===== src/rtl/mips_mul_div_pkg.sv =====
// Shared definitions for the MIPS HI/LO multiply/divide unit:
// func-field codes, FSM states and the iteration counter sizing.
package mips_mul_div_pkg;

    localparam logic [5:0] FUNC_MFHI  = 6'b010000;
    localparam logic [5:0] FUNC_MTHI  = 6'b010001;
    localparam logic [5:0] FUNC_MFLO  = 6'b010010;
    localparam logic [5:0] FUNC_MTLO  = 6'b010011;
    localparam logic [5:0] FUNC_MULT  = 6'b011000;
    localparam logic [5:0] FUNC_MULTU = 6'b011001;
    localparam logic [5:0] FUNC_DIV   = 6'b011010;
    localparam logic [5:0] FUNC_DIVU  = 6'b011011;

    typedef enum logic [1:0] {
        IDLE = 2'd0,
        RUN  = 2'd1,
        FIX  = 2'd2
    } state_t;

    // Counter must hold the value WIDTH itself, hence the extra bit.
    function automatic int unsigned cnt_width(input int unsigned width);
        return $clog2(width) + 1;
    endfunction

endpackage


===== src/rtl/mips_mul_div_step.sv =====
// One iteration of the multiply/divide datapath: a shift-add multiply step
// or a restoring-divide step on the {acc, shift} register pair.
module mips_mul_div_step #(
    parameter int unsigned WIDTH = 32
) (
    input  logic             isDiv,
    input  logic [WIDTH-1:0] acc,
    input  logic [WIDTH-1:0] shift,
    input  logic [WIDTH-1:0] operand,
    output logic [WIDTH-1:0] acc_next,
    output logic [WIDTH-1:0] shift_next
);

    logic [WIDTH:0] sum;
    logic [WIDTH:0] partial;
    logic [WIDTH:0] rem_shifted;
    logic [WIDTH:0] diff;

    always_comb begin
        sum         = {1'b0, acc} + {1'b0, operand};
        partial     = shift[0] ? sum : {1'b0, acc};
        rem_shifted = {acc, shift[WIDTH-1]};
        diff        = rem_shifted - {1'b0, operand};
        acc_next    = acc;
        shift_next  = shift;
        if (isDiv) begin
            // Partial remainder stays below the divisor, so a set MSB in diff is a borrow.
            if (!diff[WIDTH]) begin
                acc_next   = diff[WIDTH-1:0];
                shift_next = {shift[WIDTH-2:0], 1'b1};
            end else begin
                acc_next   = rem_shifted[WIDTH-1:0];
                shift_next = {shift[WIDTH-2:0], 1'b0};
            end
        end else begin
            acc_next   = partial[WIDTH:1];
            shift_next = {partial[0], shift[WIDTH-1:1]};
        end
    end

endmodule


===== src/rtl/mips_mul_div_unit.sv =====
// Execute-stage HI/LO unit: iterative MULT/MULTU/DIV/DIVU plus MFHI/MFLO/MTHI/MTLO,
// stalling the pipeline while an operation is in flight.
module mips_mul_div_unit
    import mips_mul_div_pkg::*;
#(
    parameter int unsigned WIDTH = 32
) (
    input  logic             clock,
    input  logic             resetN,
    input  logic             opValid,
    input  logic [5:0]       opFunc,
    input  logic [WIDTH-1:0] rsValue,
    input  logic [WIDTH-1:0] rtValue,
    output logic             stall,
    output logic             busy,
    output logic [WIDTH-1:0] hi,
    output logic [WIDTH-1:0] lo,
    output logic [WIDTH-1:0] readValue
);

    localparam int unsigned CW = cnt_width(WIDTH);

    state_t            state, state_next;
    logic [CW-1:0]     counter;
    logic [WIDTH-1:0]  acc, shift, operand;
    logic [WIDTH-1:0]  acc_next, shift_next;
    logic              is_div, div_zero, neg_result, neg_rem;

    logic              accept, op_start, op_signed, op_div, start_div_zero;
    logic [WIDTH-1:0]  rs_mag, rt_mag;
    logic [2*WIDTH-1:0] product;

    always_comb begin
        accept         = opValid && (state == IDLE);
        op_start       = accept && (opFunc == FUNC_MULT || opFunc == FUNC_MULTU ||
                                    opFunc == FUNC_DIV  || opFunc == FUNC_DIVU);
        op_signed      = (opFunc == FUNC_MULT) || (opFunc == FUNC_DIV);
        op_div         = (opFunc == FUNC_DIV)  || (opFunc == FUNC_DIVU);
        start_div_zero = op_start && op_div && (rtValue == '0);
        rs_mag         = (op_signed && rsValue[WIDTH-1]) ? -rsValue : rsValue;
        rt_mag         = (op_signed && rtValue[WIDTH-1]) ? -rtValue : rtValue;
        product        = neg_result ? -{acc, shift} : {acc, shift};
    end

    mips_mul_div_step #(.WIDTH(WIDTH)) u_step (
        .isDiv      (is_div),
        .acc        (acc),
        .shift      (shift),
        .operand    (operand),
        .acc_next   (acc_next),
        .shift_next (shift_next)
    );

    always_ff @(posedge clock or negedge resetN) begin
        if (!resetN) state <= IDLE;
        else         state <= state_next;
    end

    always_comb begin
        state_next = state;
        case (state)
            IDLE: if (op_start) state_next = start_div_zero ? FIX : RUN;
            RUN:  if (counter == CW'(1)) state_next = FIX;
            FIX:  state_next = IDLE;
            default: state_next = IDLE;
        endcase
    end

    always_ff @(posedge clock or negedge resetN) begin
        if (!resetN) begin
            counter    <= '0;
            acc        <= '0;
            shift      <= '0;
            operand    <= '0;
            is_div     <= 1'b0;
            div_zero   <= 1'b0;
            neg_result <= 1'b0;
            neg_rem    <= 1'b0;
            hi         <= '0;
            lo         <= '0;
        end else begin
            case (state)
                IDLE: begin
                    if (accept && opFunc == FUNC_MTHI) hi <= rsValue;
                    if (accept && opFunc == FUNC_MTLO) lo <= rsValue;
                    if (op_start) begin
                        counter <= CW'(WIDTH);
                        is_div  <= op_div;
                        operand <= rt_mag;
                        if (start_div_zero) begin
                            // Divide by zero: raw dividend as remainder, all-ones quotient.
                            acc        <= rsValue;
                            shift      <= '1;
                            div_zero   <= 1'b1;
                            neg_result <= 1'b0;
                            neg_rem    <= 1'b0;
                        end else begin
                            acc        <= '0;
                            shift      <= rs_mag;
                            div_zero   <= 1'b0;
                            neg_result <= op_signed && (rsValue[WIDTH-1] ^ rtValue[WIDTH-1]);
                            neg_rem    <= op_signed && rsValue[WIDTH-1];
                        end
                    end
                end
                RUN: begin
                    acc     <= acc_next;
                    shift   <= shift_next;
                    counter <= counter - CW'(1);
                end
                FIX: begin
                    if (!is_div) begin
                        {hi, lo} <= product;
                    end else if (div_zero) begin
                        hi <= acc;
                        lo <= shift;
                    end else begin
                        hi <= neg_rem    ? -acc   : acc;
                        lo <= neg_result ? -shift : shift;
                    end
                end
                default: ;
            endcase
        end
    end

    always_comb begin
        busy      = (state != IDLE);
        stall     = opValid && busy;
        readValue = '0;
        if (accept && opFunc == FUNC_MFHI) readValue = hi;
        if (accept && opFunc == FUNC_MFLO) readValue = lo;
    end

endmodule


===== config.mk =====
export PLATFORM = sky130hd
export DESIGN_NAME = mips_mul_div_unit
export DESIGN_NICKNAME = d
export VERILOG_FILES = /design/src/rtl/mips_mul_div_pkg.sv /design/src/rtl/mips_mul_div_step.sv /design/src/rtl/mips_mul_div_unit.sv
export SDC_FILE = /design/constraint.sdc
export NUM_CORES = 1
export LEC_CHECK = 0
export BUFFER_PORTS_ARGS = -buffer_cell sky130_fd_sc_hd__buf_2
export CAP_MARGIN = 20
export CORE_MARGIN = 2
export CORE_UTILIZATION = 35
export CTS_CLUSTER_SIZE = 12
export DETAILED_ROUTE_END_ITERATION = 6
export SLEW_MARGIN = 40
export SYNTH_ARGS = -nofsm -noshare
export SYNTH_HDL_FRONTEND = slang
export SYNTH_SLANG_ARGS = --single-unit

===== constraint.sdc =====
create_clock -name clock -period 7.2 [get_ports clock]
set_input_delay 1.44 -clock clock [delete_from_list [all_inputs] [get_ports clock]]
set_output_delay 1.44 -clock clock [all_outputs]
set_load 0.05 [all_outputs]

==> impl_results.md, run 1 <==
- Result of the run: finished, final reports clean
- Launching point of the worst reg2reg path: shift[31]$_DFFE_PN0P_
- Worst setup path startpoint: opFunc[2]
- Worst path required time: 5.76 ns
- Endpoint of the most critical setup path: readValue[2]
- Number of buffers inserted for hold repair after clock tree synthesis: 0
- Worst Setup Path Type: in -> out
- Average footprint of a synthesized cell: 8.13 sq um
- Reg-to-reg endpoint: acc[31]$_DFFE_PN0P_
- Routability Congestion: 0.936
- Async set-or-reset flop fraction in the synthesized netlist: 1.00
- Vertical extent of the die: 212 microns
- Area share of the largest cell type after synthesis: 0.285
- Minimum clock period: 4.64 ns
- Via count of the first global-routing pass: 13906
- Arrival time reported for the critical path endpoint: 3.20 ns
- Sw power: 4710 uW
- Origin of the worst min-delay path: counter[5]$_DFFE_PN0P_
- Startpoint kind of the worst setup timing path: input port
- Pwr dens: 506 mW/mm^2
- Die Width: 212 microns
- Number of synthesized flops with an enable pin: 0
- Setup-violating endpoint count in the final report: 0
- Vias per cell: 5.86
- I/O pins: 171
- Largest net degree at the start of global routing: 80
- Cell area after synthesis: 0.0151 sq mm
- Slowest stage cell on the critical path: buf_4
- Number of I/O port buffers: 170
- Max-slew violation count: 0
- Synth area leaders: dfrtp_1, o21ai_0, mux2i_1, ha_1, xnor2_1
- Mapped Nets: 2005
- GRT overflow: 0
- Synthesis-to-layout area growth: 13.0%
- Total number of vias: 14926
- Detailed-route wire length per cell: 21.0 microns
- Die outline area: 0.0449 sq mm
- Residual DRC: 0
- Leading cell type by number of instances after synthesis: o21ai_0
- Routed WL: 53.6 mm
- Total global routing track utilization: 0.237
- Internal Pwr Total: 3940 uW
- Proportion of power drawn by flip-flops and latches: 0.248
- Cell chain of the critical path: buf_2, nor2_1, nand2_1, nor2_1, nand2b_1, nor3_2, buf_4, a22o_1, buf_2
- Reg-to-reg slack, setup: 2.95 ns
- Antenna viol nets, final: 0
- TritonCTS clock tree: yes
- 1st-pass router iterations: 6
- Post CTS Setup Buffer Count: 0
- Crit path capture type: output pin
- Total negative slack: 0 ns
- Clk slew on worst S/H paths: 0.07 ns
- Peak supply drop: 0.000214 V
- Flip-flop and latch area: 0.00430 sq mm
- Number of hold violations in the final report: 0
- Worst-case clock skew: 0.0142 ns
- Number of buffers on the longest clock path: 2
- Multi-input logic area: 0.0102 sq mm
- Number of library cell types mapped by synthesis: 77
- Initial cell density of the core: 0.353
- Setup repair after global routing missed its margin: false
- Switching Share: 0.544
- Count of yosys warnings during synthesis: 0
- Inserted Clock Buffers: 17
- FILL cells: 4389
- Net count, final: 2094
- Leading post-synthesis cells by instance count: o21ai_0, nand2_1, dfrtp_1, a21oi_1, nor2_1
- Number of flip-flops and latches in the synthesized netlist: 172
- Highest attainable clock frequency: 216 MHz
- Largest area contributor in the synthesized netlist: dfrtp_1
- Slew at the pin closest to its max-slew limit: 0.858 ns
- Number of gates given a new drive strength after cts: 0
- Number of antenna violations at the first check in global routing: 1
- Core outline area: 0.0429 sq mm
- Initial detailed-routing violation count: 1483
- Static leakage power: 0.00756 uW
- Post-synthesis instance total: 1860
- CTS H-Tree Depth: 4
- Detail Placement HPWL: 39.9 mm
- Headroom to the max-slew limit: 0.427
- Cell row count: 76
- First-pass GRT wire length: 82.1 mm
- Share of power burned in the clock network: 0.113
- Fraction of the yosys area taken by sequential cells: 0.285
- Clock tree root buffer cell: clkbuf_16
- Share of total power in combinational logic: 0.639
- Total number of clock tree sinks: 172
- Worst path max stage delay: 0.39 ns
- Worst-path fanout max: 32
- Count of max-cap constraint violations: 0
- Source-to-sink clock delay at the later pin of the worst-skew pair: 0.46 ns
- Fraction of the cycle the final worst path needs: 0.644
- Depth of the worst register-to-register path: 13
- Share of post-route cells with drive strength above 1: 0.148
- Primary FF master, synth: dfrtp_1
- Hold WC Path Type: reg -> reg
- Final hold slack: 0.480 ns
## metrics by stage
| stage | util | setup WS [ns] | instance area [sq um] | instances | power, uW |
|---|---|---|---|---|---|
| final | 0.398 | 2.56 | 17100 | 2548 | 8650 |
| after global routing | 0.398 | 2.44 | 17100 | 2548 | 9250 |
| after CTS | 0.398 | 2.56 | 17100 | 2547 | 8570 |
| after detailed placement | 0.384 | 2.57 | 16500 | 2515 | 7570 |
| after global placement | 0.384 | 2.48 | 16500 | 2515 | 7510 |
| after floorplan | - | 2.78 | 15100 | 1860 | 6000 |
## registers in the layout, summed over array words and instances, names as in the netlist
register,flops
counter,6
lo,32
neg_result,1
div_zero,1
hi,32
acc,32
is_div,1
state,2
neg_rem,1
shift,32
operand,32
## power groups by stage
stage / registers, uW / clock network, uW / logic, uW
6_report: 2140 / 975 / 5530
4_1_cts: 2120 / 988 / 5460
2_1_floorplan: 2420 / 0 / 3580
5_1_grt: 2210 / 1030 / 6020
3_5_place_dp: 2140 / 0 / 5430
3_3_place_gp: 2130 / 0 / 5390
## layer usage
layer,routed length (microns),global-route usage,vias to the layer above
met5,0,0,-
met4,1310,0.0724,0
met3,3640,0.0418,85
met2,24200,0.375,555
met1,24400,0.329,7255
li1,-,-,7031
## critical path: cells and delay by family
| family | cells | cell delay, ns |
|---|---|---|
| simple gates | 5 | 0.77 |
| buf+inv | 3 | 0.76 |
| compound gates | 1 | 0.21 |
## final cells by class
class | instances | area share
antenna | 1 | 0.000146
clock inverter | 14 | 0.00886
tap | 585 | 0.0428
multi-input combinational | 1504 | 0.597
timing repair buffer | 191 | 0.0598
clock buffer | 18 | 0.0257
sequential | 172 | 0.252
inverter | 63 | 0.0138
## worst min-delay path by stage
stage / cells past startpoint / endpoint / slack (ns)
2_1_floorplan: 1 / counter[5]$_DFFE_PN0P_ / 0.45
3_3_place_gp: 1 / counter[5]$_DFFE_PN0P_ / 0.47
3_5_place_dp: 1 / counter[5]$_DFFE_PN0P_ / 0.47
4_1_cts: 1 / counter[5]$_DFFE_PN0P_ / 0.48
5_1_grt: 1 / counter[5]$_DFFE_PN0P_ / 0.51
6_report: 1 / counter[5]$_DFFE_PN0P_ / 0.48
## placed cells by master (no fill, tap or decap), types with 12 or more instances in the layout
cell type | synthesis | final
a31oi_1 | 15 | 15
a22o_1 | 35 | 35
or2_2 | 13 | 12
a221oi_1 | 29 | 29
inv_1 | 61 | 61
o21a_1 | 15 | 15
a21oi_1 | 139 | 138
nand2b_1 | 16 | 16
a21o_1 | 34 | 34
or3_1 | 18 | 18
nand2_1 | 189 | 189
dfrtp_1 | 172 | 172
o21ai_0 | 198 | 198
a222oi_1 | 14 | 14
nor3_1 | 36 | 35
o31ai_1 | 33 | 33
ha_1 | 70 | 70
clkbuf_16 | 0 | 17
nor4_1 | 19 | 17
nor2_1 | 123 | 118
xnor2_1 | 99 | 99
mux2i_1 | 91 | 91
nand3_1 | 43 | 41
buf_2 | 2 | 169
o211ai_1 | 18 | 18
buf_4 | 0 | 19
mux2_2 | 28 | 28
xor2_1 | 62 | 62
## logic make-up after synthesis
| logic type | after synthesis | share of synthesized area |
|---|---|---|
| AO/OA/AOI/OAI | 620 | 0.266 |
| AND/OR/NAND/NOR | 532 | 0.168 |
| buffers and inverters | 184 | 0.0459 |
| flip-flops | 172 | 0.285 |
| XOR/XNOR | 161 | 0.0933 |
| multiplexers | 119 | 0.0811 |
| adder cells (fa/ha/maj) | 72 | 0.0606 |
(Power assumes the default switching activity.)
==> inputs of run 2 (changes only) <==
==> constraint.sdc (replaced) <==
create_clock -name clock -period 4.8 [get_ports clock]
set_input_delay 0.96 -clock clock [delete_from_list [all_inputs] [get_ports clock]]
set_output_delay 0.96 -clock clock [all_outputs]
set_load 0.05 [all_outputs]
==> impl_results.md, run 2 (synthesis results as in run 1) <==
- Slew at the pin closest to its max-slew limit: 0.903 ns (was 0.858 ns)
- Synthesis-to-layout area growth: 14.0% (was 13.0%)
- Reg-to-reg slack, setup: 0.84 ns (was 2.95 ns)
- Crit path capture type: flip-flop (was output pin)
- Slowest stage cell on the critical path: dfrtp_1 (was buf_4)
- Number of hold violations in the final report: 0 (unchanged)
- Post-layout instance area: 0.0172 sq mm (was 0.0171 sq mm)
- Share of power burned in the clock network: 0.106 (was 0.113)
- Minimum clock period: 3.96 ns
- GR Layer Usage met3: 0.0277 (was 0.0418)
- Most used routing layer in global routing: met2 (unchanged)
- Switching Share: 0.543 (was 0.544)
- Total negative slack: 0 ns (unchanged)
- Number of antenna violations at the first check in global routing: 1 (unchanged)
- Final Total Pwr: 13000 uW (was 8650 uW)
- Worst path required time: 5.15 ns (was 5.76 ns)
- FILL cells: 4367 (was 4389)
- Worst setup path startpoint: acc[24]$_DFFE_PN0P_ (was opFunc[2])
- Total number of clock tree sinks: 172 (unchanged)
- CTS H-Tree Depth: 4 (unchanged)
- Number of buffers inserted for hold repair after clock tree synthesis: 0 (unchanged)
- Arrival time reported for the critical path endpoint: 4.31 ns (was 3.20 ns)
- Share of total power in combinational logic: 0.648 (was 0.639)
- Largest net degree at the start of global routing: 99 (was 80)
- Commonest non-fill, non-tap cells in the layout: o21ai_0, nand2_1, dfrtp_1 (unchanged)
- Core outline area: 0.0429 sq mm (unchanged)
- Vias per cell: 5.83 (was 5.86)
- Clk slew on worst S/H paths: 0.08 ns (was 0.07 ns)
- Antenna viol nets, final: 0 (unchanged)
- Die outline area: 0.0449 sq mm (unchanged)
- Source-to-sink clock delay at the later pin of the worst-skew pair: 0.46 ns (about the same)
- Pwr dens: 753 mW/mm^2 (was 506 mW/mm^2)
- 1st-pass router iterations: 7 (was 6)
- Highest attainable clock frequency: 253 MHz
- Worst-case clock skew: 0.0133 ns (was 0.0142 ns)
- Internal Pwr Total: 5930 uW (was 3940 uW)
- Startpoint kind of the worst setup timing path: flip-flop (was input port)
- Setup-violating endpoint count in the final report: 0 (unchanged)
- Via count of the first global-routing pass: 14208 (was 13906)
- Placed Instance Area: 0.0166 sq mm (was 0.0165 sq mm)
- Number of gates given a new drive strength after cts: 0 (unchanged)
- Detail Placement HPWL: 41.1 mm (was 39.9 mm)
- I/O pins: 171 (unchanged)
- Leading cell type in the layout, fill and taps excluded: o21ai_0 (unchanged)
- Vertical extent of the die: 212 microns (unchanged)
- Detailed-route wire length per cell: 21.0 microns (about the same)
- Number of buffers on the longest clock path: 2 (unchanged)
- Residual DRC: 0 (unchanged)
- GRT overflow: 0 (unchanged)
- Clock tree root buffer cell: clkbuf_16 (unchanged)
- First-pass GRT wire length: 83.3 mm (was 82.1 mm)
- Peak supply drop: 0.000335 V (was 0.000214 V)
- Inserted Clock Buffers: 17 (unchanged)
- Max-slew violation count: 0 (unchanged)
- TritonCTS clock tree: yes (unchanged)
- Met2 global-route usage: 0.381 (was 0.375)
- Total global routing track utilization: 0.239 (was 0.237)
- Fraction of the cycle the final worst path needs: 0.825
- Cell row count: 76 (unchanged)
- Worst path max stage delay: 0.61 ns (was 0.39 ns)
- Total number of vias: 14971 (was 14926)
- Grt met1 use: 0.337 (was 0.329)
- Routability Congestion: 0.956 (was 0.936)
- Worst-path fanout max: 19 (was 32)
- Sw power: 7040 uW (was 4710 uW)
- Routed WL: 53.8 mm (was 53.6 mm)
- Initial detailed-routing violation count: 1562 (was 1483)
- Post CTS Setup Buffer Count: 0 (unchanged)
- Static leakage power: 0.00766 uW (was 0.00756 uW)
- Hold WC Path Type: in -> async (was reg -> reg)
- Proportion of power drawn by flip-flops and latches: 0.246 (was 0.248)
- Number of I/O port buffers: 170 (unchanged)
- Die Width: 212 microns (unchanged)
- Count of max-cap constraint violations: 0 (unchanged)
- Setup repair after global routing missed its margin: false (unchanged)
- Initial cell density of the core: 0.353 (unchanged)
- Launching point of the worst reg2reg path: acc[24]$_DFFE_PN0P_ (was shift[31]$_DFFE_PN0P_)
- Net count, final: 2112 (was 2094)
- Cell chain of the critical path: ha_1, a21o_1, a21o_1, a211oi_1, a21boi_0, a2bb2oi_1, mux2i_1, buf_4, nand2_1, buf_4, mux2i_1, a221oi_1 (was buf_2, nor2_1, nand2_1, nor2_1, nand2b_1, nor3_2, buf_4, a22o_1, buf_2)
- Result of the run: finished, final reports clean (unchanged)
- Share of post-route cells with drive strength above 1: 0.154 (was 0.148)
- Headroom to the max-slew limit: 0.389 (was 0.427)
- Worst Setup Path Type: reg -> reg (was in -> out)
[run 2: area by class of cell]
type / count / area (sq um) / area share
multi-input cells: 1504 / 10200 / 0.591
flip-flops and latches: 172 / 4300 / 0.250
repair buffers: 209 / 1220 / 0.0707
well taps: 585 / 732 / 0.0425
clock buffers: 20 / 457 / 0.0265
inverters: 63 / 236 / 0.0137
clock inverters: 12 / 101 / 0.00588
diodes: 1 / 2.50 / 0.000145
[run 2: power by group through the flow]
| stage | Combinational (uW) | Sequential [uW] | Clock [uW] |
|---|---|---|---|
| 4_1_cts | 8290 | 3150 | 1400 |
| 3_3_place_gp | 8180 | 3150 | 0 |
| 2_1_floorplan | 5360 | 3640 | 0 |
| 5_1_grt | 9140 | 3290 | 1460 |
| 3_5_place_dp | 8260 | 3180 | 0 |
| 6_report | 8400 | 3190 | 1380 |
[run 2: through the flow]
step	hold WS [ns]	std cells	utilization	worst slack [ns]
global placement	0.468	2531	0.387	0.807
CTS	0.489	2564	0.401	0.961
floorplan	0.446	1860	-	1.24
finish	0.399	2566	0.402	0.842
global route	0.417	2566	0.402	0.612
detailed placement	0.479	2532	0.388	0.745
[run 2: worst max-delay path: cells and delay by family (launching register included)]
family | cells | cell delay, ns
AO/OA/AOI/OAI | 6 | 1.80
adder cells (fa/ha/maj) | 1 | 0.37
buffers and inverters | 2 | 0.49
flip-flops | 1 | 0.61
multiplexers | 2 | 0.40
AND/OR/NAND/NOR | 1 | 0.16
[run 2: final timing paths]
kind,end,depth (start not counted)
hold reg to reg,counter[5]$_DFFE_PN0P_,1
hold / removal,lo[5]$_DFFE_PN0P_,1
max in group asynchronous,acc[9]$_DFFE_PN0P_,3
min in group clock,counter[5]$_DFFE_PN0P_,1
setup / recovery,acc[19]$_DFFE_PN0P_,12
setup reg to reg,acc[19]$_DFFE_PN0P_,12
[run 2: per-layer routing]
metal  wire length (microns)  up-vias  share of wire
met3                    3640       85          0.068
met5                       0        -              0
met1                   24500     7224           0.46
li1                        -     7068              -
met4                    1490        0          0.028
met2                   24200      594           0.45
==> inputs of run 3 (changes only) <==
--- a/config.mk
+++ b/config.mk
@@ -5,6 +5,7 @@
 export SDC_FILE = /design/constraint.sdc
 export NUM_CORES = 1
 export LEC_CHECK = 0
+export ABC_AREA = 1
 export BUFFER_PORTS_ARGS = -buffer_cell sky130_fd_sc_hd__buf_2
 export CAP_MARGIN = 20
 export CORE_MARGIN = 2
==> constraint.sdc (replaced) <==
create_clock -name clock -period 3.69 [get_ports clock]
set_input_delay 0.738 -clock clock [delete_from_list [all_inputs] [get_ports clock]]
set_output_delay 0.738 -clock clock [all_outputs]
set_load 0.05 [all_outputs]
==> impl_results.md, run 3 <==
- GRT overflow: 0 (unchanged)
- Count of max-cap constraint violations: 0 (unchanged)
- TritonCTS clock tree: yes (unchanged)
- Area share of the largest cell type after synthesis: 0.231 (was 0.285)
- Reg-to-reg endpoint: acc[7]$_DFFE_PN0P_ (was acc[19]$_DFFE_PN0P_)
- Number of hold violations in the final report: 0 (unchanged)
- Result of the run: finished, final reports clean (unchanged)
- Number of flip-flops and latches in the synthesized netlist: 172 (unchanged)
- Worst path required time: 2.95 ns (was 5.15 ns)
- Leading cell type by number of instances after synthesis: nand2_1 (was o21ai_0)
- Worst path max stage delay: 0.43 ns (was 0.61 ns)
- Initial cell density of the core: 0.355 (was 0.353)
- Slew at the pin closest to its max-slew limit: 0.843 ns (was 0.903 ns)
- Core outline area: 0.0527 sq mm (was 0.0429 sq mm)
- Arrival time reported for the critical path endpoint: 2.55 ns (was 4.31 ns)
- Post-synthesis instance total: 3195 (was 1860)
- Area share of xor/xnor cells in the synthesized design: 0.0338 (was 0.0933)
- Largest net degree at the start of global routing: 85 (was 99)
- Via count of the first global-routing pass: 20093 (was 14208)
- Worst Setup Path Type: reg -> out (was reg -> reg)
- Cell chain of the critical path: nor2_1, inv_2, nor2_1, buf_4, inv_2, nor2_4, buf_4, nand3_1, o21ai_0, buf_2 (was ha_1, a21o_1, a21o_1, a211oi_1, a21boi_0, a2bb2oi_1, mux2i_1, buf_4, nand2_1, buf_4, mux2i_1, a221oi_1)
- Number of buffers on the longest clock path: 2 (unchanged)
- Highest attainable clock frequency: 304 MHz
- Number of library cell types mapped by synthesis: 56 (was 77)
- Hold WC Path Type: in -> async (unchanged)
- Average footprint of a synthesized cell: 5.84 sq um (was 8.13 sq um)
- Detailed-route wire length per cell: 21.5 microns (was 21.0 microns)
- Vertical extent of the die: 235 microns (was 212 microns)
- Routability Congestion: 1.03 (was 0.956)
- Post CTS Setup Buffer Count: 0 (unchanged)
- Worst setup path startpoint: state[0]$_DFFE_PN0P_ (was acc[24]$_DFFE_PN0P_)
- Largest area contributor in the synthesized netlist: dfrtp_1 (unchanged)
- Vias per cell: 5.44 (was 5.83)
- Total number of clock tree sinks: 172 (unchanged)
- Share of synthesized area spent on multiplexers: 0 (was 0.0811)
- Cell area after synthesis: 0.0187 sq mm (was 0.0151 sq mm)
- Clk slew on worst S/H paths: 0.08 ns (about the same)
- Net count, final: 3477 (was 2112)
- Static leakage power: 0.0108 uW (was 0.00766 uW)
- Fraction of the yosys area taken by sequential cells: 0.231 (was 0.285)
- Setup-violating endpoint count in the final report: 0 (unchanged)
- Minimum clock period: 3.29 ns
- Synthesis-to-layout area growth: 12.3% (was 14.0%)
- Slowest stage cell on the critical path: dfrtp_1 (unchanged)
- Crit path capture type: output pin (was flip-flop)
- Routed WL: 86.7 mm (was 53.8 mm)
- Leading post-synthesis cells by instance count: nand2_1, inv_1, nand3_1, nor2_1, o21ai_0 (was o21ai_0, nand2_1, dfrtp_1, a21oi_1, nor2_1)
- Antenna viol nets, final: 0 (unchanged)
- Headroom to the max-slew limit: 0.438 (was 0.389)
- Clock tree root buffer cell: clkbuf_16 (unchanged)
- Placed Instance Area: 0.0204 sq mm (was 0.0166 sq mm)
- Source-to-sink clock delay at the later pin of the worst-skew pair: 0.51 ns (was 0.46 ns)
- Number of gates given a new drive strength after cts: 0 (unchanged)
- Main combinational cell family by area after synthesis: simple AND/OR/NAND/NOR gates (was compound AO/OA/AOI/OAI gates)
- Post-layout instance area: 0.0210 sq mm (was 0.0172 sq mm)
- Leading cell type in the layout, fill and taps excluded: nand2_1 (was o21ai_0)
- Launching point of the worst reg2reg path: shift[31]$_DFFE_PN0P_ (was acc[24]$_DFFE_PN0P_)
- Die Width: 235 microns (was 212 microns)
- Compound-Gate Fraction of Synth Area: 0.158 (was 0.266)
- Inserted Clock Buffers: 17 (unchanged)
- Non-filler instance count after layout: 4034 (was 2566)
- First-pass GRT wire length: 130 mm (was 83.3 mm)
- Worst-case clock skew: 0.0166 ns (was 0.0133 ns)
- Layout Utilization: 0.398 (was 0.402)
- Number of synthesized flops with an enable pin: 0 (unchanged)
- Synth area leaders: dfrtp_1, nand2_1, inv_1, nand3_1, nor2_1 (was dfrtp_1, o21ai_0, mux2i_1, ha_1, xnor2_1)
- Residual DRC: 0 (unchanged)
- Total negative slack: 0 ns (unchanged)
- Number of antenna violations at the first check in global routing: 4 (was 1)
- Die outline area: 0.0552 sq mm (was 0.0449 sq mm)
- Total global routing track utilization: 0.310 (was 0.239)
- Area share of and/or/nand/nor cells after synthesis: 0.401 (was 0.168)
- Initial detailed-routing violation count: 2674 (was 1562)
- Detail Placement HPWL: 69.8 mm (was 41.1 mm)
- Startpoint kind of the worst setup timing path: flip-flop (unchanged)
- Count of yosys warnings during synthesis: 0 (unchanged)
- Number of buffers inserted for hold repair after clock tree synthesis: 0 (unchanged)
- Synth Area in Adders: 0.0491 (was 0.0606)
- Post-placement setup slack: 0.477 ns (was 0.745 ns)
- Worst-path fanout max: 33 (was 19)
- Primary FF master, synth: dfrtp_1 (unchanged)
- Reg-to-reg slack, setup: 0.43 ns (was 0.84 ns)
- Depth of the worst register-to-register path: 17 (was 12)
- Commonest non-fill, non-tap cells in the layout: nand2_1, inv_1, nand3_1 (was o21ai_0, nand2_1, dfrtp_1)
- Setup repair after global routing missed its margin: false (unchanged)
- Pwr dens: 591 mW/mm^2 (was 753 mW/mm^2)
- Fraction of the cycle the final worst path needs: 0.891
- Async set-or-reset flop fraction in the synthesized netlist: 1.00 (unchanged)
- 1st-pass router iterations: 6 (was 7)
- Worst Setup Slack, final: 0.402 ns (was 0.842 ns)
- # placed instances: 4001 (was 2532)
- Max-slew violation count: 0 (unchanged)
- Total number of vias: 21950 (was 14971)
- I/O pins: 171 (unchanged)
- Peak supply drop: 0.000433 V (was 0.000335 V)
- Number of I/O port buffers: 170 (unchanged)
- Share of post-route cells with drive strength above 1: 0.103 (was 0.154)
- Cell row count: 84 (was 76)
- CTS H-Tree Depth: 4 (unchanged)
- Mapped Nets: 3340 (was 2005)
run 3: cell types whose count changed after synthesis, moves of 30 or more:
| cell | change |
|---|---|
| a22o_1 | -35 |
| nand2_1 | +850 |
| xnor2_1 | -79 |
| mux2i_1 | -91 |
| clkbuf_1 | -34 |
| nand3_1 | +244 |
| inv_1 | +414 |
| o22ai_1 | +30 |
| nor2_1 | +144 |
run 3: worst max-delay path: cells and delay by family (launching register included):
family | cells | cell delay (ns)
AND/OR/NAND/NOR | 4 | 0.51
flip-flops | 1 | 0.43
AO/OA/AOI/OAI | 1 | 0.12
buffers and inverters | 5 | 0.96
run 3: cell families (layout without fill, tap and decap cells):
kind of cell	count (synthesis)	count (layout)
other	0	1
DFF	172	172
xor gates and xnor gates	72	72
and+or+nand+nor	1763	1763
adders and majority gates	72	72
AOI/OAI and AO/OA	512	512
buffers and inverters	604	754
run 3: per-layer routing:
metal,vias up,global-route usage,share of wire
met5,-,0,0.00042
met4,6,0.110,0.034
met3,145,0.0829,0.12
met2,1150,0.451,0.41
met1,10092,0.437,0.44
li1,10557,-,-
run 3: area by class of cell:
class                      instances  area (sq um)
clock inverter                    15           144
multi-input combinational       2419         12000
tap                              688           861
timing repair buffer             228          1350
fill                            5860         31700
sequential                       172          4310
antenna                            1          2.50
inverter                         494          1860
clock buffer                      17           425
run 3: where the power goes:
group | internal (uW) | leakage, uW | switching, uW | total (uW)
registers | 2230 | 0.00181 | 677 | 2900
logic | 2320 | 0.00872 | 5280 | 7600
clock network | 899 | 0.000286 | 984 | 1880
total | 5450 | 0.0108 | 6940 | 12400
run 3: how the worst max path moves through the flow:
stage | endpoint | depth (start not counted)
floorplan | readValue[10] | 5
global placement | acc[5]$_DFFE_PN0P_ | 17
detailed placement | acc[7]$_DFFE_PN0P_ | 17
CTS | readValue[10] | 10
global route | acc[5]$_DFFE_PN0P_ | 17
finish | readValue[25] | 10
run 3: through the flow:
stage / power, uW / hold slack, ns
2_1_floorplan: 7780 / 0.442
3_3_place_gp: 10300 / 0.482
3_5_place_dp: 10300 / 0.481
4_1_cts: 12200 / 0.272
5_1_grt: 13300 / 0.297
6_report: 12400 / 0.246
